**config.mk**
```make
export PLATFORM = sky130hd
export DESIGN_NAME = asym_ram_fifo_ctrl_flat
export DESIGN_NICKNAME = d
export VERILOG_FILES = /design/src/rtl/asym_ram_fifo_ctrl_if.sv /design/src/rtl/asym_ram_fifo_ctrl.sv /design/src/flat_wrapper.sv
export SDC_FILE = /design/constraint.sdc
export NUM_CORES = 1
export LEC_CHECK = 0
export CAP_MARGIN = 20
export CORE_ASPECT_RATIO = 0.6
export CORE_MARGIN = 1.5
export CORE_UTILIZATION = 35
export DETAILED_ROUTE_END_ITERATION = 10
export PLACE_DENSITY = 0.8
export REMOVE_ABC_BUFFERS = 1
export SKIP_LAST_GASP = 1
export SYNTH_ARGS = -nofsm -noshare
export SYNTH_HDL_FRONTEND = slang
export SYNTH_SLANG_ARGS = --single-unit
```
**constraint.sdc**
```tcl
create_clock -name clk -period 8.6 [get_ports clk]
set_input_delay 0.86 -clock clk [delete_from_list [all_inputs] [get_ports clk]]
set_output_delay 0.86 -clock clk [all_outputs]
set_load 0.02 [all_outputs]
```
**src/rtl/asym_ram_fifo_ctrl_if.sv**
```systemverilog
// Byte-in / word-out handshake bundle for asym_ram_fifo_ctrl.
// Master is the producer/consumer side; slave is the controller.
interface asym_ram_fifo_ctrl_if #(
  parameter int WIDTHA = 8,
  parameter int WIDTHB = 32
);
  logic              wr_valid;
  logic [WIDTHA-1:0] wr_data;
  logic              wr_ready;
  logic              rd_valid;
  logic [WIDTHB-1:0] rd_data;
  logic              rd_ready;

  modport master (
    output wr_valid,
    output wr_data,
    input  wr_ready,
    input  rd_valid,
    input  rd_data,
    output rd_ready
  );

  modport slave (
    input  wr_valid,
    input  wr_data,
    output wr_ready,
    output rd_valid,
    output rd_data,
    input  rd_ready
  );
endinterface

```
**src/rtl/asym_ram_fifo_ctrl.sv**
```systemverilog
// FIFO controller for an asymmetric RAM: bytes written on port A,
// little-endian packed words read on port B with a 1-cycle RAM latency.
module asym_ram_fifo_ctrl #(
  parameter int WIDTHA     = 8,
  parameter int ADDRWIDTHA = 8,
  parameter int WIDTHB     = 32,
  parameter int ADDRWIDTHB = 6
) (
  input  logic                  clk,
  input  logic                  rst_n,
  input  logic                  flush,
  asym_ram_fifo_ctrl_if.slave   bus,
  output logic [ADDRWIDTHA:0]   level,
  output logic                  ram_enA,
  output logic                  ram_weA,
  output logic [ADDRWIDTHA-1:0] ram_addrA,
  output logic [WIDTHA-1:0]     ram_diA,
  output logic                  ram_enB,
  output logic [ADDRWIDTHB-1:0] ram_addrB,
  input  logic [WIDTHB-1:0]     ram_doB
);

  localparam int RATIO     = WIDTHB / WIDTHA;
  localparam int LOG2RATIO = $clog2(RATIO);

  localparam logic [ADDRWIDTHA:0] SIZEA =
    {1'b1, {ADDRWIDTHA{1'b0}}};
  localparam logic [ADDRWIDTHA:0] WR_ONE =
    (ADDRWIDTHA+1)'(1);
  localparam logic [ADDRWIDTHB:0] RD_ONE =
    (ADDRWIDTHB+1)'(1);

  localparam logic [0:0] ST_IDLE  = 1'b0;
  localparam logic [0:0] ST_VALID = 1'b1;

  logic [ADDRWIDTHA:0] r_wr_ptr;
  logic [ADDRWIDTHB:0] r_rd_ptr;
  logic [0:0]          r_state;

  logic [0:0]          w_state_nxt;
  logic [ADDRWIDTHA:0] w_level;
  logic [ADDRWIDTHB:0] w_wr_words;
  logic [ADDRWIDTHB:0] w_words_avail;
  logic                w_avail;
  logic                w_wr_ready;
  logic                w_wr_fire;
  logic                w_rd_issue;

  // Occupancy in bytes; read space is freed as soon as a word read issues.
  assign w_level = r_wr_ptr - {r_rd_ptr, {LOG2RATIO{1'b0}}};
  assign level   = w_level;

  // Only complete words count; a trailing partial word stays invisible.
  assign w_wr_words    = r_wr_ptr[ADDRWIDTHA:LOG2RATIO];
  assign w_words_avail = w_wr_words - r_rd_ptr;
  assign w_avail       = (w_words_avail != '0);

  assign w_wr_ready   = (w_level != SIZEA) & ~flush;
  assign bus.wr_ready = w_wr_ready;

  // rst_n gating keeps the RAM strobes quiet while reset is held.
  assign w_wr_fire = rst_n & bus.wr_valid & w_wr_ready;

  // Issue from IDLE, or back-to-back in VALID when the word is taken.
  assign w_rd_issue = rst_n & ~flush & w_avail &
                      ((r_state == ST_IDLE) | bus.rd_ready);

  assign ram_enA   = w_wr_fire;
  assign ram_weA   = w_wr_fire;
  assign ram_addrA = r_wr_ptr[ADDRWIDTHA-1:0];
  assign ram_diA   = w_wr_fire ? bus.wr_data : '0;

  assign ram_enB   = w_rd_issue;
  assign ram_addrB = r_rd_ptr[ADDRWIDTHB-1:0];

  // ram_doB only moves on an issue, so it holds until the word is taken.
  assign bus.rd_valid = (r_state == ST_VALID);
  assign bus.rd_data  = ram_doB;

  // Read FSM next-state: flush wins, otherwise IDLE/VALID handshake.
  always_comb begin
    w_state_nxt = r_state;
    if (flush) begin
      w_state_nxt = ST_IDLE;
    end else begin
      unique case (r_state)
        ST_IDLE: begin
          if (w_avail) w_state_nxt = ST_VALID;
        end
        ST_VALID: begin
          if (bus.rd_ready && !w_avail)
            w_state_nxt = ST_IDLE;
        end
      endcase
    end
  end

  // Byte write pointer, MSB is the lap bit.
  always_ff @(posedge clk or negedge rst_n) begin
    if (!rst_n) begin
      r_wr_ptr <= '0;
    end else if (flush) begin
      r_wr_ptr <= '0;
    end else if (w_wr_fire) begin
      r_wr_ptr <= r_wr_ptr + WR_ONE;
    end
  end

  // Word read pointer, advanced at read issue.
  always_ff @(posedge clk or negedge rst_n) begin
    if (!rst_n) begin
      r_rd_ptr <= '0;
    end else if (flush) begin
      r_rd_ptr <= '0;
    end else if (w_rd_issue) begin
      r_rd_ptr <= r_rd_ptr + RD_ONE;
    end
  end

  // Read FSM state register.
  always_ff @(posedge clk or negedge rst_n) begin
    if (!rst_n) begin
      r_state <= ST_IDLE;
    end else begin
      r_state <= w_state_nxt;
    end
  end

endmodule

```
**src/flat_wrapper.sv**
```systemverilog
// flat-port wrapper written by rule: the top's interface ports become plain ports
module asym_ram_fifo_ctrl_flat 
#(
  parameter int WIDTHA     = 8,
  parameter int ADDRWIDTHA = 8,
  parameter int WIDTHB     = 32,
  parameter int ADDRWIDTHB = 6
)
  (clk, rst_n, flush, level, ram_enA, ram_weA, ram_addrA, ram_diA, ram_enB, ram_addrB, ram_doB, bus_wr_valid, bus_wr_data, bus_wr_ready, bus_rd_valid, bus_rd_data, bus_rd_ready);
  asym_ram_fifo_ctrl_if #(.WIDTHA(WIDTHA), .WIDTHB(WIDTHB)) bus_i ();
  input  logic clk;
  input  logic rst_n;
  input  logic flush;
  output logic [ADDRWIDTHA:0] level;
  output logic ram_enA;
  output logic ram_weA;
  output logic [ADDRWIDTHA-1:0] ram_addrA;
  output logic [WIDTHA-1:0] ram_diA;
  output logic ram_enB;
  output logic [ADDRWIDTHB-1:0] ram_addrB;
  input  logic [WIDTHB-1:0] ram_doB;
  input wire logic [$bits(bus_i.wr_valid)-1:0] bus_wr_valid;
  input wire logic [$bits(bus_i.wr_data)-1:0] bus_wr_data;
  output wire logic [$bits(bus_i.wr_ready)-1:0] bus_wr_ready;
  output wire logic [$bits(bus_i.rd_valid)-1:0] bus_rd_valid;
  output wire logic [$bits(bus_i.rd_data)-1:0] bus_rd_data;
  input wire logic [$bits(bus_i.rd_ready)-1:0] bus_rd_ready;
  assign bus_i.wr_valid = bus_wr_valid;
  assign bus_i.wr_data = bus_wr_data;
  assign bus_wr_ready = bus_i.wr_ready;
  assign bus_rd_valid = bus_i.rd_valid;
  assign bus_rd_data = bus_i.rd_data;
  assign bus_i.rd_ready = bus_rd_ready;
  asym_ram_fifo_ctrl #(.WIDTHA(WIDTHA), .ADDRWIDTHA(ADDRWIDTHA), .WIDTHB(WIDTHB), .ADDRWIDTHB(ADDRWIDTHB)) u_core (.clk(clk), .rst_n(rst_n), .flush(flush), .bus(bus_i), .level(level), .ram_enA(ram_enA), .ram_weA(ram_weA), .ram_addrA(ram_addrA), .ram_diA(ram_diA), .ram_enB(ram_enB), .ram_addrB(ram_addrB), .ram_doB(ram_doB));
endmodule
```
==> summary.md, run 1 <==
| Metric | Value |
|---|---|
| Status | complete, no violations |
| Most frequent cells in the layout | 48 x clkdlybuf4s50_1, 17 x dfrtp_1, 15 x inv_1 |
| FMAX | 0.198 GHz |
| Initial antenna violation count | 0 |
| Clk slew on worst S/H paths | 0.06 ns |
| CP dominant cell by count | inv_1 |
| Critical Path Start Type | register |
| Gp weighted congestion | 0.841 |
| CP arrival | 4.20 ns |
| Ports | 113 |
| ANT cells | 0 |
| Total setup buffers inserted after CTS | 0 |
| CTS H-tree depth | 1 |
| Total grt overflow | 0 |
| Register bit count reported by yosys | 17 |
| Clock Sink Count | 17 |
| Final core occ | 43.0% |
| Vias in the first global route | 1171 |
| Largest family of logic cells by synthesized area | buffers and inverters |
| Adder-Cell Fraction of Synth Area | approximately 8.1% |
| Setup TNS | 0 ns |
| Post-synthesis mux area share | approximately 1.8% |
| Unrepaired setup endpoints after global routing | no |
| XOR/XNOR share of the synthesized area | 5.38% |
| CP cell instances | inv_1 > ha_1 > inv_1 > fa_1 > a211oi_1 > nor2_1 > xnor2_1 > or4b_1 > o311ai_4 > nor2_2 > and2_1 > clkdlybuf4s50_1 |
| Final Slew Violations | 0 |
| Tmin final | about 5.1 ns |
| Flop pwr share | 23.6% |
| Area growth syn-to-layout | 12.8% |
| Number of nets in the layout | roughly 250 |
| Post-synthesis simple-gate area fraction | between 10% and 20% |
| Clock buffer depth | 2 |
| I/O Buffers | 48 |
| Net Sw Frac | 44.7% |
| Clk pwr share | between 10 and 15% |
| DRT Wirelength | 4.38 mm |
| Worst-Margin Slew | around 0.87 ns |
| Clk_lat worst skew | 0.25 ns |
| Share of layout cells above drive strength 1 | 3.11% |
| Synth Cell Area | 0.00163 mm2 |
| Register area | 425 um2 |
| Slowest stage delay, CP | 0.70 ns |
| CP max-delay cell | or4b_1 |
| CP top delay family | simple AND/OR/NAND/NOR gates |
| Met2 wire len | around 1.6 mm |
| Critical path class | register to output port |
| HPWL after detailed placement | 3.49 mm |
| Tcrit/Tclk final | roughly three fifths |
| CTS Buf Count | 3 |
| Largest net degree at the start of global routing | 21 |
| CP bufs+invs | 3 |
| Unique masters post-synth | 37 |
| Max cap viols | 0 |
| Post-synthesis sequential area ratio | 26.1% |
| Synth Area in Compound Gates | 13.2% |
| Avg Inst Size Synth | around 8.4 um2 |
| Peak VDD IR | 0.101 mV |
| Drt drc | 0 |
| Vias per cell | 5.04 |
| Starting density of the core | 38.1% |
| Metal3 WL | roughly 520 um |
| Final ANT Viol Nets | 0 |
| Multi-input logic area | 752 um2 |
| Drt wl/cell | 17.3 um |
| Overall Global Routing Usage | approximately 17% |
| Pwr per Cell Area | 219 mW/mm2 |
| Cells after synthesis | 194 |
| Sw Pwr | 180 uW |
| Final-layout fill cell count | 424 |
| M1 WL | 2.22 mm |
| Final setup viols | 0 |
| Slew HR | 41.9% |
| Top routing layer in use | met4 |
| CP max FO | 17 |
| CTS tree | done |
| Final hold violations | 0 |
| Leak | about 0.75 nW |
| Leading cell type in the layout, fill and taps excluded | clkdlybuf4s50_1 |
| First-pass GRT wire length | 6.56 mm |
| CTS hold repair buffers | 0 |
| Core area | 0.00428 mm2 |
| Critical Path RT | 7.74 ns |
| Core Rows | 18 |
| Worst Skew | roughly 0.0038 ns |
| Comb pwr share | ~62% |
| Worst hold path type | register to register |
| CTS Root Cell | clkbuf_8 |
| Die Wd | between 90 and 100 um |
| CTS resizes | 0 |
| Via count | 1274 |
| Yosys warns | 0 |
| First DRT Iteration DRCs | 117 |
| Drt first pass iters | 4 |
| Total Die Area | 0.00509 mm2 |
| Internal power | 222 uW |
| Crit end category | output port |
| Chip height | 55.8 um |
==> layer usage <==
metal,vias up,track usage (%)
met3,13,11.5
li1,606,-
met4,0,4.02
met1,579,25.2
met5,-,7.29
met2,76,19.0
==> stage by stage <==
stage / setup WS (ns) / power (mW) / cells / hold WS (ns) / instance area [um2]
after floorplan: 4.25 / 0.244 / 141 / 0.524 / 1240
after global placement: 3.96 / 0.339 / 249 / 0.525 / 1790
after detailed placement: 3.83 / 0.342 / 249 / 0.538 / 1790
after CTS: 3.53 / 0.404 / 253 / 0.546 / 1840
after global routing: 3.31 / 0.428 / 253 / 0.575 / 1840
final: 3.54 / 0.402 / 253 / 0.538 / 1840
==> state kept, by name, indices dropped and copies added, names as in the netlist <==
name                 flops
u_core.r_wr_ptr          9
u_core.r_rd_ptr          7
u_core.bus.rd_valid      1
==> worst paths after layout <==
path,slack (ns),end,depth (start not counted),from
worst min register to register,0.54,u_core.r_rd_ptr[4],1,u_core.r_rd_ptr[4]
min in group asynchronous,1.10,u_core.r_rd_ptr[1],1,rst_n
max in group asynchronous,6.96,u_core.r_wr_ptr[4],1,rst_n
worst min-delay path,0.54,u_core.r_rd_ptr[4],1,u_core.r_rd_ptr[4]
worst max-delay path,3.54,ram_diA[3],12,u_core.r_wr_ptr[2]
worst max register to register,5.14,u_core.r_wr_ptr[1],11,u_core.r_wr_ptr[2]
==> power by group through the flow <==
stage | combinational [mW] | sequential [mW] | clock [mW]
6_report | 0.248 | 0.0947 | 0.0597
2_1_floorplan | 0.140 | 0.104 | 0
5_1_grt | 0.266 | 0.0961 | 0.0656
3_5_place_dp | 0.246 | 0.0964 | 0
4_1_cts | 0.247 | 0.0949 | 0.0624
3_3_place_gp | 0.244 | 0.0951 | 0
==> logic make-up (layout without fill, tap and decap cells) <==
family	Yosys count	count (layout)
xor gates and xnor gates	10	10
muxes	3	3
AOI/OAI and AO/OA	32	32
buffers and inverters	69	68
DFF	17	17
and+or+nand+nor	53	53
adders and majority gates	10	10
==> area by class of cell <==
cell class | count | area share [%]
clock buffers | 4 | 2.45
multi-input cells | 108 | 40.9
well taps | 60 | 4.08
flip-flops and latches | 17 | 23.1
inverters | 16 | 3.27
repair buffers | 48 | 26.1
==> Yosys cell counts <==
master | count | share of area, %
nor2_1 | 14 | 3.2
nor2_2 | 1 | 0.38
or4b_1 | 1 | 0.61
inv_2 | 1 | 0.23
nand2b_1 | 3 | 1.2
a221oi_1 | 1 | 0.54
dfrtp_1 | 17 | 26
a2111o_1 | 1 | 0.69
buf_6 | 1 | 0.69
or4_1 | 2 | 0.92
mux2i_1 | 3 | 1.8
o211ai_1 | 1 | 0.46
nor2b_1 | 2 | 0.77
xor2_1 | 5 | 2.7
buf_4 | 49 | 23
buf_2 | 1 | 0.31
o311ai_4 | 1 | 1.6
o311ai_1 | 1 | 0.54
ha_1 | 9 | 6.9
nand4_1 | 2 | 0.77
a21oi_1 | 12 | 3.7
xnor2_1 | 5 | 2.7
clkbuf_1 | 2 | 0.46
inv_1 | 15 | 3.5
and4_1 | 1 | 0.54
o21ai_0 | 2 | 0.61
nand2_1 | 5 | 1.2
and3b_1 | 1 | 0.54
or3_1 | 6 | 2.3
fa_1 | 1 | 1.2
nand3_1 | 3 | 0.92
o2111ai_1 | 2 | 1.1
a211oi_1 | 1 | 0.46
nor3_1 | 4 | 1.2
o21ai_1 | 7 | 2.2
o31ai_1 | 3 | 1.4
and2_1 | 8 | 3.1
Power figures use the tool's default switching activity.
==> run 2, diff against run 1 <==
Settings changed: CORE_UTILIZATION 35 to 32, PLACE_DENSITY 0.8 to 0.77.
Clock period 8.6 ns to 4.4 ns, I/O delays scaled along.
==> run 2 against run 1 <==
- clock power rose by 100%
- combinational power rose by 110%
- critical path depth did not move
- highest routed layer unchanged
==> summary.md, run 2 (synthesis results as in run 1) <==
| Metric | Value |
|---|---|
| Total grt overflow | 0 |
| Status | complete, no violations |
| Critical Path Start Type | register |
| Clock buffer depth | 2 |
| Comb pwr share | 62.7% |
| Final Slew Violations | 0 |
| Final Instance Area | 0.00188 mm2 |
| First-pass GRT wire length | 7.45 mm |
| Max cap viols | 0 |
| Clock Sink Count | 17 |
| Tot Pwr | between 800 and 900 uW |
| Clk_lat worst skew | ~0.26 ns |
| Share of layout cells above drive strength 1 | 6.09% |
| Initial antenna violation count | 0 |
| First DRT Iteration DRCs | 77 |
| Leak | 0.772 nW |
| Sw Pwr | 364 uW |
| Die Wd | 95.1 um |
| Slew HR | 52.2% |
| FMAX | 0.243 GHz |
| Area growth syn-to-layout | 15.2% |
| Core area | roughly 0.0047 mm2 |
| Critical path class | register to output port |
| Core Rows | 19 |
| Clk pwr share | between 10 and 15% |
| CP cell instances | inv_1 > ha_1 > inv_1 > fa_1 > a211oi_1 > nor2_1 > xnor2_1 > or4b_4 > o311ai_4 > nor2_2 > and2_1 > clkdlybuf4s50_1 |
| Largest net degree at the start of global routing | 17 |
| CTS Buf Count | 3 |
| Overall Global Routing Usage | between 10% and 20% |
| CP arrival | 3.67 ns |
| Final setup viols | 0 |
| Most frequent cells in the layout | 48 x clkdlybuf4s50_1, 17 x dfrtp_1, 15 x inv_1 |
| Final ANT Viol Nets | 0 |
| Net Sw Frac | 44.3% |
| Worst hold path type | register to register |
| Number of nets in the layout | 253 |
| CTS Root Cell | clkbuf_8 |
| Chip height | 58.3 um |
| Worst Skew | 0.00207 ns |
| CP dominant cell by count | inv_1 |
| Vias in the first global route | 1235 |
| CP max-delay cell | or4b_4 |
| Critical Path RT | 3.96 ns |
| DRT Wirelength | approximately 5 mm |
| Vias per cell | 5.10 |
| Worst-Margin Slew | 0.715 ns |
| Drt wl/cell | 19.3 um |
| Total Die Area | 0.00554 mm2 |
| Post-DP Area | 0.00183 mm2 |
| Gp weighted congestion | 0.869 |
| Drt first pass iters | 4 |
| Unrepaired setup endpoints after global routing | no |
| Peak VDD IR | 0.221 mV |
| CP max FO | 10 |
| Number of flip-flops under the largest register name | 9 |
| Slowest stage delay, CP | 0.59 ns |
| Clk slew on worst S/H paths | 0.07 ns |
| Starting density of the core | 34.4% |
| CP bufs+invs | 3 |
| Ports | 113 |
| Tcrit/Tclk final | slightly above 90% |
| Most flop-heavy register | u_core.r_wr_ptr |
| Crit end category | output port |
| CP top delay family | simple AND/OR/NAND/NOR gates |
| Drt drc | 0 |
| CTS H-tree depth | 1 |
| Tmin final | 4.11 ns |
| Internal power | 458 uW |
| Final hold violations | 0 |
| Via count | 1326 |
| Setup TNS | 0 ns |
| CTS tree | done |
| Pwr per Cell Area | 438 mW/mm2 |
| Leading cell type in the layout, fill and taps excluded | clkdlybuf4s50_1 |
| I/O Buffers | 48 |
| ANT cells | 0 |
| Flop pwr share | 22.5% |
| HPWL after detailed placement | 3.96 mm |
## run 2: layer usage
layer	vias up	track usage [%]	wire length [um]
li1	610	-	-
met2	82	20.7	1800
met1	629	27.3	2420
met5	-	10.2	0
met3	5	13.9	792
met4	0	1.71	12
## run 2: timing repair
| item | CTS | global route |
|---|---|---|
| resized for setup | 0 | 1 |
| hold buffers | 0 | 0 |
| setup buffers | 0 | 0 |
| setup endpoints to repair | 0 | 8 |
## run 2: metrics by stage
step                      utilization, %  cells  setup WS, ns  hold slack, ns
final                               39.7    260         0.287           0.559
after global routing                39.7    260        0.0662           0.585
after CTS                           39.6    260         0.165           0.549
after detailed placement            38.6    256         0.465           0.533
after global placement              38.6    256         0.573           0.545
after floorplan                        -    141         0.469           0.144
## run 2: power groups by stage
stage | clock (mW) | combinational (mW) | sequential, mW
floorplan | 0 | 0.275 | 0.203
global placement | 0 | 0.487 | 0.187
detailed placement | 0 | 0.494 | 0.188
CTS | 0.123 | 0.499 | 0.185
global route | 0.131 | 0.558 | 0.188
finish | 0.121 | 0.516 | 0.185
## run 2: final cells by class
class,instances,area (um2)
fillers,459,2850
multi-input cells,108,756
repair buffers,52,510
flip-flops and latches,17,425
well taps,63,78.8
inverters,16,60.1
clock buffers,3,41.3
clock inverters,1,5.00
## run 2: worst register-to-register path, stage by stage (launching register included)
cell,delay (ns)
dfrtp_1,0.44
inv_1,0.08
ha_1,0.15
inv_1,0.05
fa_1,0.41
a211oi_1,0.30
nor2_1,0.11
xnor2_1,0.15
or4b_4,0.59
o311ai_4,0.27
buf_4,0.27
mux2i_1,0.21
nor2_1,0.05
## run 2: path summary, 6_finish.rpt
kind | from | cells after the start | end | slack, ns
max | u_core.r_wr_ptr[2] | 12 | ram_diA[1] | 0.29
max reg2reg | u_core.r_wr_ptr[2] | 12 | u_core.r_wr_ptr[1] | 1.21
min reg2reg | u_core.r_rd_ptr[4] | 1 | u_core.r_rd_ptr[4] | 0.56
min | u_core.r_rd_ptr[4] | 1 | u_core.r_rd_ptr[4] | 0.56
min in group asynchronous | rst_n | 1 | u_core.r_wr_ptr[4] | 0.61
max in group asynchronous | rst_n | 2 | u_core.r_wr_ptr[5] | 3.23
==> run 3, diff against run 2 <==
Settings changed: REMOVE_ABC_BUFFERS 1 to unset.
==> run 3 against run 2 <==
- sequential power is essentially flat
- maximum frequency increased by 0.39%
- register-to-register slack barely moved
- clock skew rose by 0.0041 ns
- largest cell class unchanged
- power is 0.23% lower
- combinational power about the same
- non-clock buffer count is 1 lower
==> summary.md, run 3 (synthesis results as in run 1) <==
| Metric | Value |
|---|---|
| Status | complete, no violations |
| Vias in the first global route | 1088 |
| Reg-to-reg startpoint | u_core.r_wr_ptr[2] |
| Total setup buffers inserted after CTS | 0 |
| CTS Buf Count | 3 |
| Pwr per Cell Area | 439 mW/mm2 |
| CTS H-tree depth | 1 |
| Worst Skew | 0.00621 ns |
| Final-layout fill cell count | ~450 |
| Drt first pass iters | 4 |
| Dpl ws | around 0.45 ns |
| Slew HR | 65.3% |
| Die Wd | 95.1 um |
| CTS hold repair buffers | 0 |
| CP arrival | 3.66 ns |
| Tmin final | 4.10 ns |
| Vias per cell | 4.86 |
| First-pass GRT wire length | 5.60 mm |
| DRT Wirelength | 3.61 mm |
| Drt drc | 0 |
| Drt wl/cell | 13.9 um |
| Worst-Margin Slew | 0.519 ns |
| Critical path class | register to output port |
| CTS tree | done |
| Flop pwr share | about 23% |
| Critical Path Start Type | register |
| Tcrit/Tclk final | approximately 93% |
| Crit end category | output port |
| Leading cell type in the layout, fill and taps excluded | clkdlybuf4s50_1 |
| Max cap viols | 0 |
| Sw Pwr | around 370 uW |
| Unrepaired setup endpoints after global routing | no |
| Leak | 0.768 nW |
| Final worst slack | slightly above 0.3 ns |
| Final Instance Area | 0.00187 mm2 |
| Overall Global Routing Usage | 13.5% |
| Clk pwr share | 14.4% |
| Crit path launch | u_core.r_wr_ptr[2] |
| Final hold violations | 0 |
| Area growth syn-to-layout | 14.7% |
| I/O Buffers | 48 |
| Starting density of the core | 34.4% |
| First DRT Iteration DRCs | 62 |
| Mapped Nets | 249 |
| Clock Sink Count | 17 |
| CP max FO | 10 |
| Most frequent cells in the layout | 48 x clkdlybuf4s50_1, 17 x dfrtp_1, 15 x inv_1 |
| Final setup viols | 0 |
| Comb pwr share | between 60 and 70% |
| Worst hold path type | primary input to async pin |
| CTS Root Cell | clkbuf_8 |
| Peak VDD IR | 0.233 mV |
| Clk_lat worst skew | about 0.25 ns |
| Net Sw Frac | 44.7% |
| Clk slew on worst S/H paths | 0.06 ns |
| Number of flip-flops under the largest register name | 9 |
| Most flop-heavy register | u_core.r_wr_ptr |
| Number of nets in the layout | 252 |
| Share of layout cells above drive strength 1 | 5.61% |
| Largest net degree at the start of global routing | 21 |
| Internal power | 454 uW |
| Via count | between 1k and 1.5k |
| ANT cells | 0 |
| Chip height | about 58 um |
| Setup TNS | 0 ns |
| Gp weighted congestion | between 0.9 and 1 |
| Final Slew Violations | 0 |
| Total grt overflow | 0 |
| Final ANT Viol Nets | 0 |
| Ports | approximately 110 |
| Core area | around 0.0047 mm2 |
| Critical Path RT | 3.96 ns |
| Core Rows | 19 |
| Post-DP Area | 0.00182 mm2 |
| FMAX | roughly 0.24 GHz |
| Initial antenna violation count | 0 |
| Total Die Area | 0.00554 mm2 |
| Clock buffer depth | 2 |
| HPWL after detailed placement | 2.92 mm |
run 3: routing by layer:
metal / track usage, % / wire length, um
met5: 0 / 0
met4: 1.71 / 12
met3: 6.30 / 411
met2: 16.4 / 1410
met1: 21.2 / 1780
run 3: final cells by class:
type	instances	area, um2	share of cell area, %
multi-input cells	108	756	40.4
inverters	16	60.1	3.21
clock inverters	1	5.00	0.268
flip-flops and latches	17	425	22.8
repair buffers	51	503	26.9
clock buffers	3	41.3	2.21
well taps	63	78.8	4.22
run 3: final timing paths:
| check | to | slack (ns) | cells after the start |
|---|---|---|---|
| max | ram_diA[0] | 0.30 | 12 |
| min | u_core.r_wr_ptr[5] | 0.53 | 1 |
| max reg2reg | u_core.r_wr_ptr[1] | 1.20 | 12 |
| min reg2reg | u_core.r_rd_ptr[4] | 0.56 | 1 |
| max in group asynchronous | u_core.r_rd_ptr[2] | 3.34 | 2 |
| min in group clk | u_core.r_rd_ptr[4] | 0.56 | 1 |
run 3: repair_timing:
item / 4_1_cts / 5_1_grt
endpoints found under the setup margin: 0 / 7
hold endpoints to repair: 0 / 0
gates resized for setup: 0 / 1
run 3: power by group through the flow:
stage	Combinational (mW)	Clock [mW]	Sequential [mW]
floorplan	0.367	0	0.189
global placement	0.492	0	0.188
detailed placement	0.497	0	0.188
CTS	0.499	0.120	0.186
global route	0.552	0.128	0.188
finish	0.517	0.118	0.186
run 3: critical path, cell delays in order, from the launching register on:
cell	delay (ns)
dfrtp_1	0.44
inv_1	0.09
ha_1	0.16
inv_1	0.05
fa_1	0.39
a211oi_1	0.29
nor2_1	0.10
xnor2_1	0.16
or4b_4	0.60
o311ai_4	0.28
nor2_2	0.12
and2_1	0.17
clkdlybuf4s50_1	0.54
run 3: per-stage QoR:
step           utilization, %  hold WS (ns)  instances  total power [mW]
2_1_floorplan               -         0.144        194             0.556
3_3_place_gp             38.5         0.537        255             0.680
3_5_place_dp             38.5         0.543        255             0.685
4_1_cts                  39.4         0.550        259             0.805
5_1_grt                  39.5         0.567        259             0.868
6_report                 39.5         0.534        259             0.821
